--- config.mk ---
export PLATFORM = sky130hd
export DESIGN_NAME = mem_access_unit
export DESIGN_NICKNAME = d
export VERILOG_FILES = /design/src/rtl/mem_access_pkg.sv /design/src/rtl/mem_lane_align.sv /design/src/rtl/mem_access_unit.sv
export SDC_FILE = /design/constraint.sdc
export NUM_CORES = 1
export LEC_CHECK = 0
export CORE_MARGIN = 4
export CORE_UTILIZATION = 57
export DETAILED_ROUTE_END_ITERATION = 12
export DONT_BUFFER_PORTS = 1
export GPL_ROUTABILITY_DRIVEN = 0
export PLACE_DENSITY_LB_ADDON = 0.12
export SYNTH_ARGS = -nofsm -noshare
export SYNTH_HDL_FRONTEND = slang
export SYNTH_SLANG_ARGS = --single-unit
--- constraint.sdc ---
create_clock -name Clk -period 2.35 [get_ports Clk]
set_input_delay 0.47 -clock Clk [delete_from_list [all_inputs] [get_ports Clk]]
set_output_delay 0.47 -clock Clk [all_outputs]
set_load 0.01 [all_outputs]
--- src/rtl/mem_access_pkg.sv ---
// Shared types and size encodings for the byte-addressed load/store front end.
// The size codes match the data memory's MByte decoding.
package mem_access_pkg;

   typedef enum logic [1:0] {
      IDLE  = 2'b00,
      READ  = 2'b01,
      WRITE = 2'b10,
      RESP  = 2'b11
   } accState_t;

   localparam logic [1:0] SIZE_WORD = 2'b00;
   localparam logic [1:0] SIZE_HALF = 2'b01;
   localparam logic [1:0] SIZE_BYTE = 2'b10;

   // Size code 2'b11 behaves like a word access.
   function automatic logic isWordSize(input logic [1:0] size);
      return (size != SIZE_HALF) && (size != SIZE_BYTE);
   endfunction

endpackage

--- src/rtl/mem_lane_align.sv ---
// Combinational lane handling: load extract/extend, store lane merge,
// and the alignment check applied to incoming requests.
module mem_lane_align
   import mem_access_pkg::*;
(
   input  logic [1:0]  laneOffset,
   input  logic [1:0]  laneSize,
   input  logic        laneSigned,
   input  logic [31:0] rdWord,
   input  logic [31:0] wData,
   input  logic [1:0]  chkOffset,
   input  logic [1:0]  chkSize,
   output logic [31:0] loadData,
   output logic [31:0] mergedWord,
   output logic        misaligned
);

   logic [7:0]  byteSel;
   logic [15:0] halfSel;
   logic [4:0]  bitBase;

   assign bitBase = {laneOffset, 3'b000};
   assign byteSel = rdWord[bitBase +: 8];
   assign halfSel = laneOffset[1] ? rdWord[31:16] : rdWord[15:0];

   always_comb begin
      loadData = rdWord;
      case (laneSize)
         SIZE_BYTE: loadData = {{24{laneSigned & byteSel[7]}}, byteSel};
         SIZE_HALF: loadData = {{16{laneSigned & halfSel[15]}}, halfSel};
         default:   loadData = rdWord;
      endcase
   end

   always_comb begin
      mergedWord = rdWord;
      case (laneSize)
         SIZE_BYTE: mergedWord[bitBase +: 8] = wData[7:0];
         SIZE_HALF: begin
            if (laneOffset[1]) mergedWord[31:16] = wData[15:0];
            else               mergedWord[15:0]  = wData[15:0];
         end
         default:   mergedWord = wData;
      endcase
   end

   always_comb begin
      misaligned = 1'b0;
      case (chkSize)
         SIZE_BYTE: misaligned = 1'b0;
         SIZE_HALF: misaligned = chkOffset[0];
         default:   misaligned = |chkOffset;
      endcase
   end

endmodule

--- src/rtl/mem_access_unit.sv ---
// Load/store front end between the MEM stage and a word-addressed data memory.
// One request at a time; sub-word stores at any offset go through read-modify-write.
module mem_access_unit
   import mem_access_pkg::*;
#(
   parameter int ADDR_W = 6
) (
   input  logic        Clk,
   input  logic        Reset,
   input  logic        ReqValid,
   output logic        ReqReady,
   input  logic        ReqWrite,
   input  logic [1:0]  ReqSize,
   input  logic        ReqSigned,
   input  logic [31:0] ReqAddr,
   input  logic [31:0] ReqWData,
   output logic        RespValid,
   output logic [31:0] RespRData,
   output logic        RespErr,
   output logic [31:0] MemAddress,
   output logic [31:0] MemWriteData,
   output logic        MemRead,
   output logic        MemWrite,
   output logic [1:0]  MByte,
   input  logic [31:0] MemReadData
);

   accState_t         state;
   logic [ADDR_W-1:0] wordIdxQ;
   logic [1:0]        offsQ;
   logic [1:0]        sizeQ;
   logic              signedQ;
   logic              writeQ;
   logic [31:0]       wDataQ;

   logic [ADDR_W-1:0] memAddrQ;
   logic [31:0]       memWDataQ;
   logic              memReadQ;
   logic              memWriteQ;
   logic              respValidQ;
   logic              respErrQ;
   logic [31:0]       respRDataQ;

   logic [31:0]       loadData;
   logic [31:0]       mergedWord;
   logic              misaligned;

   // Address bits above the memory depth are ignored.
   logic unusedAddrBits;
   assign unusedAddrBits = ^ReqAddr[31:ADDR_W+2];

   mem_lane_align uAlign (
      .laneOffset (offsQ),
      .laneSize   (sizeQ),
      .laneSigned (signedQ),
      .rdWord     (MemReadData),
      .wData      (wDataQ),
      .chkOffset  (ReqAddr[1:0]),
      .chkSize    (ReqSize),
      .loadData   (loadData),
      .mergedWord (mergedWord),
      .misaligned (misaligned)
   );

   always_ff @(posedge Clk) begin
      if (Reset) begin
         state      <= IDLE;
         wordIdxQ   <= '0;
         offsQ      <= '0;
         sizeQ      <= '0;
         signedQ    <= 1'b0;
         writeQ     <= 1'b0;
         wDataQ     <= '0;
         memAddrQ   <= '0;
         memWDataQ  <= '0;
         memReadQ   <= 1'b0;
         memWriteQ  <= 1'b0;
         respValidQ <= 1'b0;
         respErrQ   <= 1'b0;
         respRDataQ <= '0;
      end else begin
         memAddrQ   <= '0;
         memWDataQ  <= '0;
         memReadQ   <= 1'b0;
         memWriteQ  <= 1'b0;
         respValidQ <= 1'b0;
         respErrQ   <= 1'b0;
         respRDataQ <= '0;
         case (state)
            IDLE: begin
               if (ReqValid) begin
                  wordIdxQ <= ReqAddr[ADDR_W+1:2];
                  offsQ    <= ReqAddr[1:0];
                  sizeQ    <= ReqSize;
                  signedQ  <= ReqSigned;
                  writeQ   <= ReqWrite;
                  wDataQ   <= ReqWData;
                  if (misaligned) begin
                     state      <= RESP;
                     respValidQ <= 1'b1;
                     respErrQ   <= 1'b1;
                  end else if (ReqWrite && isWordSize(ReqSize)) begin
                     state     <= WRITE;
                     memWriteQ <= 1'b1;
                     memAddrQ  <= ReqAddr[ADDR_W+1:2];
                     memWDataQ <= ReqWData;
                  end else begin
                     state    <= READ;
                     memReadQ <= 1'b1;
                     memAddrQ <= ReqAddr[ADDR_W+1:2];
                  end
               end
            end
            READ: begin
               if (writeQ) begin
                  state     <= WRITE;
                  memWriteQ <= 1'b1;
                  memAddrQ  <= wordIdxQ;
                  memWDataQ <= mergedWord;
               end else begin
                  state      <= RESP;
                  respValidQ <= 1'b1;
                  respRDataQ <= loadData;
               end
            end
            WRITE: begin
               state      <= RESP;
               respValidQ <= 1'b1;
            end
            default: state <= IDLE;
         endcase
      end
   end

   assign ReqReady     = (state == IDLE);
   assign MemRead      = memReadQ;
   assign MemWrite     = memWriteQ;
   assign MemAddress   = {{(32-ADDR_W){1'b0}}, memAddrQ};
   assign MemWriteData = memWDataQ;
   assign MByte        = SIZE_WORD;
   assign RespValid    = respValidQ;
   assign RespErr      = respErrQ;
   assign RespRData    = respRDataQ;

endmodule

==> Implementation_results.wiki <==
{| class="wikitable"
! Metric !! Value
|-
| Outcome || complete, no violations
|-
| CP required || 2.80 ns
|-
| Wire length of the first global-routing pass || 25010 um
|-
| Hold Worst Slack || 0.01288 ns
|-
| Core region area || 0.009684 mm^2
|-
| CTS Buf Count || 17
|-
| Buffer cell driving the clock tree root || clkbuf_8
|-
| Worst setup path class || reg -> reg
|-
| Capture endpoint of the worst hold path || wDataQ[30]
|-
| Cell count after placement || 767
|-
| Count leader, synth || nand2_1
|-
| Fmax || 0.4546 GHz
|-
| Effective utilization at floorplan || 58.14%
|-
| Clock transition at the registers of the reported paths || 0.05 ns
|-
| Start of the worst register-to-register path || offsQ[0]
|-
| Setup total negative slack || 0 ns
|-
| Cell area after layout || 0.006270 mm^2
|-
| Average routed wire per standard cell || 21.10 um
|-
| Share of synthesized flip-flops with an asynchronous set or reset || 0%
|-
| Hold WC Path Type || in -> reg
|-
| Core Util, Final || 64.74%
|-
| Net total in the final layout || 770
|-
| Reg-to-reg endpoint || MemWriteData[4]
|-
| Number of iterations in the first detailed-routing pass || 6
|-
| Critical path startpoint category || flip-flop
|-
| Layout cell share with drive strength beyond 1 || 12.89%
|-
| Cell area after synthesis || 0.005630 mm^2
|-
| Placement Setup Slack || 0.1975 ns
|-
| Vias in the first global route || 4579
|-
| Slew at the pin with the worst max-slew slack || 0.7205 ns
|-
| Largest net degree at the start of global routing || 56
|-
| DP Wirelength || 11970 um
|-
| Worst Min Path Start || Reset
|-
| Antenna violations before repair || 0
|-
| CTS tree || yes
|-
| Standby leakage power || 2.359 nW
|-
| Post-route total power || 6.920 mW
|-
| Overall via count from detail_route || 5059
|-
| Maximum Capacitance Violations || 0
|-
| Post-synth EDFFs || 0
|-
| Area after DPL || 0.005647 mm^2
|-
| Post-synth top area cell || dfxtp_1
|-
| Critical Path Sink Type || flip-flop
|-
| Flip-flop cell with the highest count after synthesis || dfxtp_1
|-
| Proportion of netlist area held by the largest area contributor || 42.67%
|-
| CTS Hold Buffers Added || 1
|-
| Number of port buffers || 0
|-
| Number of synthesized register bits || 120
|-
| Diode insertion count for antenna repair || 0
|-
| Critical path fanouts, max || 8
|-
| Top post-synthesis cells by area || dfxtp_1, nand2_1, a21oi_1
|-
| Overall routing resource usage || 28.34%
|-
| Worst-Skew Late Latency || 0.53 ns
|-
| Htree depth || 4
|-
| Count of non-filler cells in the finished layout || 800
|-
| Die Ht || 107.4 um
|-
| VDD IR max || 0.7771 mV
|-
| Syn. warnings || 0
|-
| Routed Wire Length || 16880 um
|-
| Sequential-to-total area share from yosys stat || 42.67%
|-
| RSZ-0062 raised after global routing || no
|-
| Number of DRC violations after detailed-routing iteration 0 || 452
|-
| Max-slew violation count || 0
|-
| Post-cts gate resize count || 0
|-
| Number of buffers added for setup after CTS || 0
|-
| Most frequent cells after synthesis || nand2_1, dfxtp_1, a21oi_1
|-
| Post-Synthesis Cells || 664
|-
| Crit path arrival time || 2.65 ns
|-
| Mean area per synthesized cell || 8.480 um^2
|-
| Final clock skew || 0.01261 ns
|-
| Final setup margin || 0.1504 ns
|-
| PwrDens || 1104 mW/mm^2
|-
| Number of placement rows || 36
|-
| Die Outline Area || 0.01153 mm^2
|-
| Flop-to-flop setup slack || 0.15 ns
|-
| Worst hold stages || 1
|-
| Portion of the clock cycle consumed by the worst path in the final layout || 93.60%
|-
| Overflow left after global routing || 0
|-
| Worst R2R Path Depth || 6
|-
| Detailed-route vias per instance || 6.324
|-
| Remaining max-slew budget at the tightest pin || 51.76%
|-
| Synth cell types || 53
|-
| Final setup violation count || 0
|-
| Final Hold Viols || 0
|-
| Area delta synth->final || 11.36%
|-
| Boundary pin count || 206
|-
| Time the worst path needs with I/O delays and setup || 2.200 ns
|-
| Number of design rule violations left after detail routing || 0
|-
| Clock tree sinks || 120
|-
| Die width || 107.4 um
|-
| Remaining antenna violation count || 0
|-
| CTS max path bufs || 2
|}
[worst max-delay path by stage]
stage	from	endpoint	slack (ns)	depth (start not counted)
2_1_floorplan	offsQ[1]	MemWriteData[14]	0.15	8
3_3_place_gp	offsQ[0]	MemWriteData[2]	0.27	6
3_5_place_dp	offsQ[0]	MemWriteData[2]	0.20	6
4_1_cts	offsQ[0]	MemWriteData[2]	0.20	6
5_1_grt	offsQ[0]	MemWriteData[3]	0.03	6
6_report	offsQ[0]	MemWriteData[4]	0.15	6
[per-layer routing]
| metal | routed length (um) | global-route usage (%) |
|---|---|---|
| met5 | 0 | 0 |
| met4 | 474 | 11.54 |
| met3 | 2331 | 10.80 |
| met2 | 7521 | 43.12 |
| met1 | 6555 | 36.22 |
[registers in the layout (all words and copies together), names as in the netlist]
name / cells
offsQ: 2
writeQ: 1
wDataQ: 32
MemRead: 1
RespRData: 32
MemWriteData: 32
RespErr: 1
memAddrQ: 6
RespValid: 1
MemWrite: 1
state: 2
wordIdxQ: 6
signedQ: 1
sizeQ: 2
[power breakdown]
group | switching (mW) | internal [mW] | total (mW)
combinational | 1.13 | 0.641 | 1.77
sequential | 0.237 | 2.29 | 2.53
clock | 0.886 | 1.74 | 2.62
total | 2.25 | 4.67 | 6.92
[cells in the final DEF (no fill, tap or decap), types with 6 or more instances in the layout]
cell	count
nand2_1	137
dfxtp_1	120
a21oi_1	72
nor2_1	31
conb_1	28
a22oi_1	26
o21ai_0	24
buf_4	20
clkbuf_16	16
nand3_1	13
ha_1	12
a221o_1	11
a21oi_2	10
nor2b_1	9
o211ai_1	9
inv_1	8
and3_1	8
a221oi_1	8
mux2_2	8
o2111ai_1	8
nand2b_1	7
a32oi_1	6
clkbuf_8	6
clkinv_2	6
[critical path, cell delays in order, from the launching register on]
cell and delay [ns]:
dfxtp_1 0.47, inv_1 0.16, ha_1 0.38, nand4b_1 0.18
o211ai_1 0.60, a221oi_1 0.21, nor2_1 0.13
[cell type report]
type / count / area [um^2]
Clock buffer: 22 / 483.0
Clock inverter: 9 / 120.1
Fill cell: 834 / 3415
Inverter: 9 / 33.78
Multi-Input combinational cell: 484 / 2874
Sequential cell: 120 / 2402
Tap cell: 133 / 166.4
Timing Repair Buffer: 23 / 190.2
[cell families after synthesis]
kind of cell | count (synthesis) | synth area share (%)
buf+inv | 87 | 8.111
simple gates | 221 | 17.36
other cells | 1 | 0.06660
flops | 120 | 42.67
compound gates | 207 | 25.33
mux | 16 | 3.800
fa+ha+maj | 12 | 2.667
Power figures use the tool's default switching activity.
